$ cat src/rtl/mem_stage_lsu_if.sv
// Purpose: groups the EX/MEM request, pipeline result and data-memory signals of the LSU.
// Latency: none (wires only).
// Backpressure: stall travels back to the pipeline; memory side has no flow control.
interface mem_stage_lsu_if;
    // pipeline request
    logic        req_valid;
    logic        req_we;
    logic [2:0]  req_funct3;
    logic [31:0] req_addr;
    logic [31:0] req_wdata;
    // pipeline response
    logic        stall;
    logic        load_valid;
    logic [31:0] load_data;
    logic        illegal;
    // word-addressed data memory
    logic        mem_we;
    logic [31:0] mem_addr;
    logic [31:0] mem_wd;
    logic [31:0] mem_rd;

    // pipeline + memory side
    modport master (
        output req_valid, req_we, req_funct3, req_addr, req_wdata,
        input  stall, load_valid, load_data, illegal,
        input  mem_we, mem_addr, mem_wd,
        output mem_rd
    );

    // LSU side
    modport slave (
        input  req_valid, req_we, req_funct3, req_addr, req_wdata,
        output stall, load_valid, load_data, illegal,
        output mem_we, mem_addr, mem_wd,
        input  mem_rd
    );
endinterface

$ cat src/rtl/mem_stage_lsu.sv
// Purpose: RV32I byte-addressed load/store to word memory (RMW sub-word stores, split word-crossing accesses).
// Latency: aligned SW / in-word load 1 cycle, sub-word store or crossing load 2, crossing store 4; load result registered.
// Backpressure: stall held high on every cycle of a multi-cycle access except the last.
module mem_stage_lsu #(
    parameter int ADDR_WORDS       = 1024,
    parameter bit ALLOW_MISALIGNED = 1'b1
) (
    input  logic         clk,
    input  logic         rst,
    mem_stage_lsu_if.slave bus
);

    localparam logic [31:0] AW = 32'(ADDR_WORDS);

    typedef enum logic [2:0] {
        IDLE,
        ST_WR_LO,
        LD_HI,
        ST_RD_HI,
        ST_WR_HI
    } state_t;

    // Word index wraps modulo the memory depth.
    function automatic logic [31:0] wrap_idx(input logic [31:0] w);
        return w % AW;
    endfunction

    // Access size in bytes from funct3[1:0].
    function automatic logic [2:0] size_of(input logic [1:0] f);
        case (f)
            2'b00:   return 3'd1;
            2'b01:   return 3'd2;
            default: return 3'd4;
        endcase
    endfunction

    // Byte lanes touched by an access of the given size, before shifting by the offset.
    function automatic logic [63:0] lane_mask(input logic [2:0] size);
        case (size)
            3'd1:    return 64'h0000_0000_0000_00FF;
            3'd2:    return 64'h0000_0000_0000_FFFF;
            default: return 64'h0000_0000_FFFF_FFFF;
        endcase
    endfunction

    // Pull the addressed bytes down to bit 0 from the little-endian {hi, lo} pair.
    function automatic logic [31:0] align_load(input logic [31:0] hi, input logic [31:0] lo,
                                               input logic [1:0] off);
        case (off)
            2'd0:    return lo;
            2'd1:    return {hi[7:0],  lo[31:8]};
            2'd2:    return {hi[15:0], lo[31:16]};
            default: return {hi[23:0], lo[31:24]};
        endcase
    endfunction

    // Sign/zero extension by funct3; W passes through.
    function automatic logic [31:0] extend(input logic [31:0] r, input logic [2:0] f);
        case (f)
            3'b000:  return {{24{r[7]}}, r[7:0]};
            3'b001:  return {{16{r[15]}}, r[15:0]};
            3'b100:  return {24'h0, r[7:0]};
            3'b101:  return {16'h0, r[15:0]};
            default: return r;
        endcase
    endfunction

    state_t      state_q, state_d;
    logic [31:0] addr_q, addr_d;
    logic [2:0]  funct3_q, funct3_d;
    logic [31:0] wdata_q, wdata_d;
    logic [31:0] lo_word_q, lo_word_d;
    logic [31:0] hi_word_q, hi_word_d;
    logic        crossing_q, crossing_d;
    logic        load_valid_q, load_valid_d;
    logic [31:0] load_data_q, load_data_d;
    logic        illegal_q, illegal_d;

    logic        stall_c;
    logic        mem_we_c;
    logic [31:0] mem_addr_c;
    logic [31:0] mem_wd_c;

    logic [1:0]  req_off;
    logic [2:0]  req_size;
    logic        req_cross;
    logic        req_f3_ok;
    logic        req_bad;
    logic        req_aligned_sw;
    logic [31:0] req_lo_idx;
    logic [31:0] cap_lo_idx;
    logic [31:0] cap_hi_idx;
    logic [4:0]  st_shift;
    logic [63:0] st_mask;
    logic [63:0] st_data;
    logic [63:0] st_merged;

    // Decode of the incoming request: size, word crossing, legality and first word index.
    always_comb begin
        req_off        = bus.req_addr[1:0];
        req_size       = size_of(bus.req_funct3[1:0]);
        req_cross      = ({1'b0, req_off} + req_size) > 3'd4;
        req_f3_ok      = (bus.req_funct3 == 3'b000) || (bus.req_funct3 == 3'b001) ||
                         (bus.req_funct3 == 3'b010) || (bus.req_funct3 == 3'b100) ||
                         (bus.req_funct3 == 3'b101);
        req_bad        = !req_f3_ok || (bus.req_we && bus.req_funct3[2]) ||
                         (req_cross && !ALLOW_MISALIGNED);
        req_aligned_sw = (req_off == 2'd0) && (bus.req_funct3[1:0] == 2'b10);
        req_lo_idx     = wrap_idx({2'b00, bus.req_addr[31:2]});
    end

    // Word indices and byte-merged store data for the captured access.
    always_comb begin
        cap_lo_idx = wrap_idx({2'b00, addr_q[31:2]});
        cap_hi_idx = wrap_idx(cap_lo_idx + 32'd1);
        st_shift   = {addr_q[1:0], 3'b000};
        st_mask    = lane_mask(size_of(funct3_q[1:0])) << st_shift;
        st_data    = {32'h0, wdata_q} << st_shift;
        st_merged  = ({hi_word_q, lo_word_q} & ~st_mask) | (st_data & st_mask);
    end

    // Next-state, capture and memory-port control for the access sequencer.
    always_comb begin
        state_d      = state_q;
        addr_d       = addr_q;
        funct3_d     = funct3_q;
        wdata_d      = wdata_q;
        lo_word_d    = lo_word_q;
        hi_word_d    = hi_word_q;
        crossing_d   = crossing_q;
        load_valid_d = 1'b0;
        load_data_d  = load_data_q;
        illegal_d    = 1'b0;
        stall_c      = 1'b0;
        mem_we_c     = 1'b0;
        mem_addr_c   = cap_lo_idx;
        mem_wd_c     = st_merged[31:0];

        case (state_q)
            IDLE: begin
                mem_addr_c = req_lo_idx;
                mem_wd_c   = bus.req_wdata;
                if (bus.req_valid) begin
                    if (req_bad) begin
                        illegal_d = 1'b1;
                    end else if (!bus.req_we) begin
                        if (req_cross) begin
                            addr_d    = bus.req_addr;
                            funct3_d  = bus.req_funct3;
                            wdata_d   = bus.req_wdata;
                            lo_word_d = bus.mem_rd;
                            state_d   = LD_HI;
                            stall_c   = 1'b1;
                        end else begin
                            load_valid_d = 1'b1;
                            load_data_d  = extend(align_load(32'h0, bus.mem_rd, req_off),
                                                  bus.req_funct3);
                        end
                    end else if (req_aligned_sw) begin
                        mem_we_c = 1'b1;
                    end else begin
                        addr_d     = bus.req_addr;
                        funct3_d   = bus.req_funct3;
                        wdata_d    = bus.req_wdata;
                        lo_word_d  = bus.mem_rd;
                        crossing_d = req_cross;
                        state_d    = ST_WR_LO;
                        stall_c    = 1'b1;
                    end
                end
            end
            ST_WR_LO: begin
                mem_addr_c = cap_lo_idx;
                mem_we_c   = 1'b1;
                mem_wd_c   = st_merged[31:0];
                if (crossing_q) begin
                    state_d = ST_RD_HI;
                    stall_c = 1'b1;
                end else begin
                    state_d = IDLE;
                end
            end
            ST_RD_HI: begin
                mem_addr_c = cap_hi_idx;
                hi_word_d  = bus.mem_rd;
                stall_c    = 1'b1;
                state_d    = ST_WR_HI;
            end
            ST_WR_HI: begin
                mem_addr_c = cap_hi_idx;
                mem_we_c   = 1'b1;
                mem_wd_c   = st_merged[63:32];
                state_d    = IDLE;
            end
            LD_HI: begin
                mem_addr_c   = cap_hi_idx;
                load_valid_d = 1'b1;
                load_data_d  = extend(align_load(bus.mem_rd, lo_word_q, addr_q[1:0]), funct3_q);
                state_d      = IDLE;
            end
            default: begin
                state_d = IDLE;
            end
        endcase

        // Reset must never let a write or a stall escape, whatever the state.
        if (rst) begin
            mem_we_c = 1'b0;
            stall_c  = 1'b0;
        end
    end

    // State, captures and registered load/illegal results.
    always_ff @(posedge clk) begin
        if (rst) begin
            state_q      <= IDLE;
            addr_q       <= 32'h0;
            funct3_q     <= 3'h0;
            wdata_q      <= 32'h0;
            lo_word_q    <= 32'h0;
            hi_word_q    <= 32'h0;
            crossing_q   <= 1'b0;
            load_valid_q <= 1'b0;
            load_data_q  <= 32'h0;
            illegal_q    <= 1'b0;
        end else begin
            state_q      <= state_d;
            addr_q       <= addr_d;
            funct3_q     <= funct3_d;
            wdata_q      <= wdata_d;
            lo_word_q    <= lo_word_d;
            hi_word_q    <= hi_word_d;
            crossing_q   <= crossing_d;
            load_valid_q <= load_valid_d;
            load_data_q  <= load_data_d;
            illegal_q    <= illegal_d;
        end
    end

    assign bus.stall      = stall_c;
    assign bus.load_valid = load_valid_q;
    assign bus.load_data  = load_data_q;
    assign bus.illegal    = illegal_q;
    assign bus.mem_we     = mem_we_c;
    assign bus.mem_addr   = mem_addr_c;
    assign bus.mem_wd     = mem_wd_c;

endmodule
$ cat src/flat_wrapper.sv
// flat-port wrapper written by rule: the top's interface ports become plain ports
module mem_stage_lsu_flat 
#(
    parameter int ADDR_WORDS       = 1024,
    parameter bit ALLOW_MISALIGNED = 1'b1
)
  (clk, rst, bus_req_valid, bus_req_we, bus_req_funct3, bus_req_addr, bus_req_wdata, bus_stall, bus_load_valid, bus_load_data, bus_illegal, bus_mem_we, bus_mem_addr, bus_mem_wd, bus_mem_rd);
  mem_stage_lsu_if bus_i ();
  input  logic clk;
  input  logic rst;
  input wire logic [$bits(bus_i.req_valid)-1:0] bus_req_valid;
  input wire logic [$bits(bus_i.req_we)-1:0] bus_req_we;
  input wire logic [$bits(bus_i.req_funct3)-1:0] bus_req_funct3;
  input wire logic [$bits(bus_i.req_addr)-1:0] bus_req_addr;
  input wire logic [$bits(bus_i.req_wdata)-1:0] bus_req_wdata;
  output wire logic [$bits(bus_i.stall)-1:0] bus_stall;
  output wire logic [$bits(bus_i.load_valid)-1:0] bus_load_valid;
  output wire logic [$bits(bus_i.load_data)-1:0] bus_load_data;
  output wire logic [$bits(bus_i.illegal)-1:0] bus_illegal;
  output wire logic [$bits(bus_i.mem_we)-1:0] bus_mem_we;
  output wire logic [$bits(bus_i.mem_addr)-1:0] bus_mem_addr;
  output wire logic [$bits(bus_i.mem_wd)-1:0] bus_mem_wd;
  input wire logic [$bits(bus_i.mem_rd)-1:0] bus_mem_rd;
  assign bus_i.req_valid = bus_req_valid;
  assign bus_i.req_we = bus_req_we;
  assign bus_i.req_funct3 = bus_req_funct3;
  assign bus_i.req_addr = bus_req_addr;
  assign bus_i.req_wdata = bus_req_wdata;
  assign bus_stall = bus_i.stall;
  assign bus_load_valid = bus_i.load_valid;
  assign bus_load_data = bus_i.load_data;
  assign bus_illegal = bus_i.illegal;
  assign bus_mem_we = bus_i.mem_we;
  assign bus_mem_addr = bus_i.mem_addr;
  assign bus_mem_wd = bus_i.mem_wd;
  assign bus_i.mem_rd = bus_mem_rd;
  mem_stage_lsu #(.ADDR_WORDS(ADDR_WORDS), .ALLOW_MISALIGNED(ALLOW_MISALIGNED)) u_core (.clk(clk), .rst(rst), .bus(bus_i));
endmodule
$ cat config.mk
export PLATFORM = sky130hd
export DESIGN_NAME = mem_stage_lsu_flat
export DESIGN_NICKNAME = d
export VERILOG_FILES = /design/src/rtl/mem_stage_lsu_if.sv /design/src/rtl/mem_stage_lsu.sv /design/src/flat_wrapper.sv
export SDC_FILE = /design/constraint.sdc
export NUM_CORES = 1
export LEC_CHECK = 0
export BUFFER_PORTS_ARGS = -buffer_cell sky130_fd_sc_hd__buf_4
export CAP_MARGIN = 10
export CORE_UTILIZATION = 25
export DETAILED_ROUTE_END_ITERATION = 8
export PLACE_DENSITY_LB_ADDON = 0.3
export SYNTH_ARGS = -nofsm -noshare
export SYNTH_HDL_FRONTEND = slang
export SYNTH_SLANG_ARGS = --single-unit
$ cat constraint.sdc
create_clock -name clk -period 4.2 [get_ports clk]
set_input_delay 0.84 -clock clk [delete_from_list [all_inputs] [get_ports clk]]
set_output_delay 0.84 -clock clk [all_outputs]
set_load 0.05 [all_outputs]
# Word level (Yosys, flattened, before mapping)
# Index checks and enable logic that the tools add are counted.
classes:
  n_addsub: 2
  n_lt_le_gt_ge: 1
  eq_ne: 27
  n_shift: 2
  muxes: 53
  bitwise_logic: 8
  n_reduce_logical: 24
op_table:
  columns: ["cell", "count"]
  rows:
  - ["32-bit two-way mux", 10]
  - ["32-bit case mux with 4 select lines", 2]
  - ["32-bit case mux with 2 select lines", 3]
  - ["32-bit case mux with 3 select lines", 2]
  - ["64-bit AND", 2]
  - ["32-bit by 5-bit left shift with 64-bit output", 2]
  - ["64-bit inverter", 1]
  - ["64-bit OR", 1]
  - ["12-bit two-way mux", 3]
  - ["3-bit two-way mux", 8]
  - ["10-bit case mux with 2 select lines", 1]
  - ["1-bit two-way mux", 17]
  - ["3-bit equality test, second input constant", 5]
  - ["5-bit AND reduction", 3]
  - ["3-bit by 1-bit equality test with 1-bit output, second input constant", 4]
  - ["3-bit by 2-bit equality test with 1-bit output, second input constant", 4]
  - ["3-bit case mux with 2 select lines", 2]
  - ["10-bit by 1-bit adder with 10-bit output, second input constant", 1]
  - ["2-bit != test, second input constant", 5]
  - ["3-bit zero test", 3]
  - ["3-bit case mux with 3 select lines", 1]
  - ["2-bit by 1-bit equality test with 1-bit output, second input constant", 4]
  - ["2-bit zero test", 4]
  - ["2-bit equality test, second input constant", 3]
  - ["other kinds (15)", 26]
totals:
  regBits: 149
  inputBits: 103
  out_inout_bits: 100
  elab_cells: 127

# Longest topological paths before layout
logic_depth:
  ltp_word: 11
  ltp_mapped: 12
  depth_no_buf: 9

# Least setup slack after synthesis
# No wires, ideal clock.
synth_timing:
  path_kind: "input-to-output"
  startpoint: "input bus_req_funct3[1]"
  endpoint: "output bus_stall"
  arrival_time_ns: 4.053
  required_time_ns: 3.360
  setup_slack_ns: -0.693
  stages: 11
  n_path_buf: 3
  path_cell_list: "buf_2 > nor2_1 > ha_1 > inv_1 > fa_1 > xnor2_1 > nand3_1 > a21o_1 > buf_4 > buf_4 > a211oi_1"
synth_via:
  elab_chain_cells: 11
  word_cells_on_any_way: 25
  classes_between: "add/sub: 1; order compare: 1; eq/ne: 6; mux: 8; reduce/logical: 9"
synth_lines:
  columns: ["item", "line_no", "rtl"]
  rows:
  - ["start: declaration", "flat_wrapper.sv:13", "input wire logic [$bits(bus_i.req_funct3)-1:0] bus_req_funct3;"]
  - ["parallel branches: the longest is 7 deep, another holds 2-bit by 3-bit adder with 3-bit output", null, null]
  - ["1-bit two-way mux *", "mem_stage_lsu.sv:144", "if (req_bad) begin"]
  - ["1-bit two-way mux *", "mem_stage_lsu.sv:143", "if (bus.req_valid) begin"]
  - ["1-bit case mux with 3 select lines *", "mem_stage_lsu.sv:139", "case (state_q)"]
  - ["1-bit two-way mux *", "mem_stage_lsu.sv:207", "if (rst) begin"]
  - ["end: declaration", "flat_wrapper.sv:16", "output wire logic [$bits(bus_i.stall)-1:0] bus_stall;"]
# Every way passes the cells marked *.

# Final worst setup path
layout_timing:
  startpoint: "input bus_req_addr[1]"
  endpoint: "output bus_stall"
layout_via:
  elab_chain_cells: 8
  word_cells_on_any_way: 11
  classes_between: "add/sub: 1; order compare: 1; mux: 7; reduce/logical: 2"
layout_lines:
  columns: ["item", "line_no", "rtl"]
  rows:
  - ["start: declaration", "flat_wrapper.sv:14", "input wire logic [$bits(bus_i.req_addr)-1:0] bus_req_addr;"]
  - ["2-bit by 3-bit adder with 3-bit output or 2-bit zero test (tied branches)", "mem_stage_lsu.sv:102, mem_stage_lsu.sv:108", null]
  - ["3-bit greater-than comparator or 1-bit logical AND (tied branches)", "mem_stage_lsu.sv:102, mem_stage_lsu.sv:108", null]
  - ["1-bit two-way mux, on equally long branches", "mem_stage_lsu.sv:147, mem_stage_lsu.sv:159", null]
  - ["1-bit two-way mux *", "mem_stage_lsu.sv:146", "end else if (!bus.req_we) begin"]
  - ["1-bit two-way mux *", "mem_stage_lsu.sv:144", null]
  - ["1-bit two-way mux *", "mem_stage_lsu.sv:143", null]
  - ["1-bit case mux with 3 select lines *", "mem_stage_lsu.sv:139", null]
  - ["1-bit two-way mux *", "mem_stage_lsu.sv:207", null]
# Every way passes the cells marked *; elsewhere a longest branch is shown, timed or not.

==> out/results.tsv <==
metric	value	unit
slew_headroom	24.25	%
netlist_area	9669	sq um
skew	16.83	ps
dr.pass1.iters	7	
status	finished clean	
slowest_stage	fa_1	
cts_setup_buffers	0	
drc	0	
critPathTopFamily	buffers and inverters	
grt_usage	19.11	%
grt_pass1_wl	56550	microns
synth_top_cell_by_area	dfxtp_1	
worst_path_largest_cell_delay	470	ps
min-delay-start	u_core.bus.load_data[11]	
path_class	in2out	
grt_max_degree	93	
root_buffer	clkbuf_16	
postCtsHoldBufs	0	
ant_nets	0	
antenna_found_initial	0	
cts-htree-levels	4	
via_count	9692	
ios	203	
dieArea	39470	sq um
viasPerCell	5.072	
irDropWorstVdd	0.2112	mV
leakagePower	4.090	nW
cp.arrival	2960	ps
cts-resized-gates	0	
path_cells	buf_4, inv_1, fa_1, xnor2_2, nand3_1, a21o_2, a211oi_4, buf_4	
p_per_area	336.3	nW/um^2
hold_slack	444.1	ps
startpoint_type	input pin	
netlist-cell-type-count	61	
crit_start	bus_req_addr[1]	
rsz0062_at_grt	no	
timing.rr.start	u_core.state_q[1]	
avgSynthCellArea	7.467	sq um
layout.nets	1493	
synth_edf_count	0	
fin_crit_sh	90.57	%
wl_per_cell	19.92	microns
grt_pass1_vias	8869	
cts_tree	built	
maxClockFrequency	0.2629	GHz
slew_violations	0	
path_buf_inv	3	
start_util	25.55	%
synth_flop_cell	dfxtp_1	
clk_latency	440	ps
finalHoldViolations	0	
routabilityCongestion	0.9664	
hp-class	reg2reg	
hpwl	28380	microns
rows	71	
worst_path_most_repeated_cell	buf_4	
syn_to_final_growth	21.16	%
io_buffers	160	
cp_max_fo	30	
tns	0	ps
core	37840	sq um
drt_iter0_drc	869	
diodes	0	
period_needed	3804	ps
cts_max_path_buffers	2	
drive_gt1_share	19.57	%
critPathRequiredTime	3360	ps
critPathCaptureType	output port	
setup_violations	0	
seq_area_frac_synth	30.85	%
ys_ff_latch	149	
power	0.003939	W
chipHeight	198.7	microns
synth_top_area_share	30.85	%
wl	38070	microns
tightestPinTransition	1134	ps
clk_pin_slew	80	ps
yosys_warnings	0	
ys_top_cells_by_area	dfxtp_1 (31%), nand2_1 (13%), a21oi_1 (10%), mux2i_1 (9.9%), buf_4 (3.0%)	
async_flop_share	0	%
cts_sinks	149	
grt_overflow	0	
synth_cells	1295	
die_width	198.7	microns
cap_violations	0	
cts_buffers	17	
-- Yosys cell counts, types with 9 or more instances --
master / n
a211o_1: 16
a211oi_1: 31
a21oi_1: 200
a22oi_1: 16
a32oi_1: 9
buf_2: 33
buf_4: 38
clkbuf_1: 57
dfxtp_1: 149
mux2_2: 23
mux2i_1: 96
nand2_1: 328
nand2b_1: 19
nand3_1: 23
nor2_1: 44
nor2b_1: 12
o211ai_1: 32
o21ai_0: 56
o22ai_1: 9
-- where the power goes --
part	total, W	internal [W]	switching [W]	leakage [nW]
clock network	0.00155	0.000852	0.000700	0.284
logic	0.000865	0.000277	0.000587	2.60
registers	0.00152	0.00146	0.0000668	1.21
total	0.00394	0.00259	0.00135	4.09
-- worst register-to-register path: cells and delay by family (launching register included) --
family,cells,cell delay (ps)
AOI/OAI and AO/OA,1,90
buffers and inverters,2,520
DFF,1,440
and+or+nand+nor,3,1700
-- final cells by class --
type,count,area (sq um)
Inverter,9,33.78
Multi-Input combinational cell,1019,6003
Clock buffer,18,439.2
Clock inverter,14,141.4
Sequential cell,149,2992
Fill cell,4124,26130
Tap cell,511,639.4
Timing Repair Buffer,191,1466
-- per-stage QoR --
stage          util, %  area (sq um)  worst slack, ps  instances
2_1_floorplan        -          9773            66.62       1316
3_3_place_gp     29.38         11120            406.1       1878
3_5_place_dp     29.38         11120            389.4       1878
4_1_cts          30.92         11700            380.0       1910
5_1_grt          30.96         11720            283.3       1911
6_report         30.96         11720            396.2       1911
-- flip-flops by register name, summed over array words and instances, names as in the netlist --
register and count:
u_core.funct3_q 3, u_core.crossing_q 1, u_core.hi_word_q 32, u_core.lo_word_q 32
u_core.wdata_q 32, u_core.bus.illegal 1, u_core.state_q 3, u_core.addr_q 12
u_core.bus.load_valid 1, u_core.bus.load_data 32
-- path summary, 6_finish.rpt --
check                              to  slack (ps)  cells after the start
min          u_core.bus.load_data[11]         440                      2
min reg2reg  u_core.bus.load_data[11]         440                      2
max reg2reg      u_core.hi_word_q[27]        1280                      6
max                         bus_stall         400                      8
-- layer usage --
| metal | vias to the layer above | GRT usage, % | wire length, microns |
|---|---|---|---|
| met4 | 0 | 5.869 | 877 |
| met1 | 4593 | 27.74 | 18470 |
| met2 | 339 | 28.08 | 16350 |
| met5 | - | 0 | 0 |
| met3 | 36 | 3.696 | 2370 |
| li1 | 4724 | - | - |
-- placed cells by master (no fill, tap or decap), types with 9 or more instances in the layout --
| cell type | Yosys | final |
|---|---|---|
| a211o_1 | 16 | 16 |
| a211oi_1 | 31 | 30 |
| a21oi_1 | 200 | 200 |
| a22oi_1 | 16 | 16 |
| a32oi_1 | 9 | 9 |
| buf_4 | 38 | 188 |
| clkbuf_16 | 0 | 17 |
| conb_1 | 1 | 22 |
| dfxtp_1 | 149 | 146 |
| mux2_2 | 23 | 23 |
| mux2i_1 | 96 | 96 |
| nand2_1 | 328 | 328 |
| nand2b_1 | 19 | 19 |
| nand3_1 | 23 | 23 |
| nor2_1 | 44 | 43 |
| nor2b_1 | 12 | 12 |
| o211ai_1 | 32 | 32 |
| o21ai_0 | 56 | 56 |
| o22ai_1 | 9 | 9 |
-- logic make-up (layout without fill, tap and decap cells) --
family / count (synthesis) / count (layout) / share of synthesized area (%)
xor+xnor: 4 / 4 / 0.3623
mux: 126 / 126 / 14.20
buf+inv: 148 / 232 / 8.204
simple gates: 454 / 454 / 19.86
compound gates: 404 / 404 / 25.40
fa+ha+maj: 9 / 9 / 1.087
flops: 149 / 149 / 30.85
other cells: 1 / 22 / 0.03878
Power figures use the tool's default switching activity.
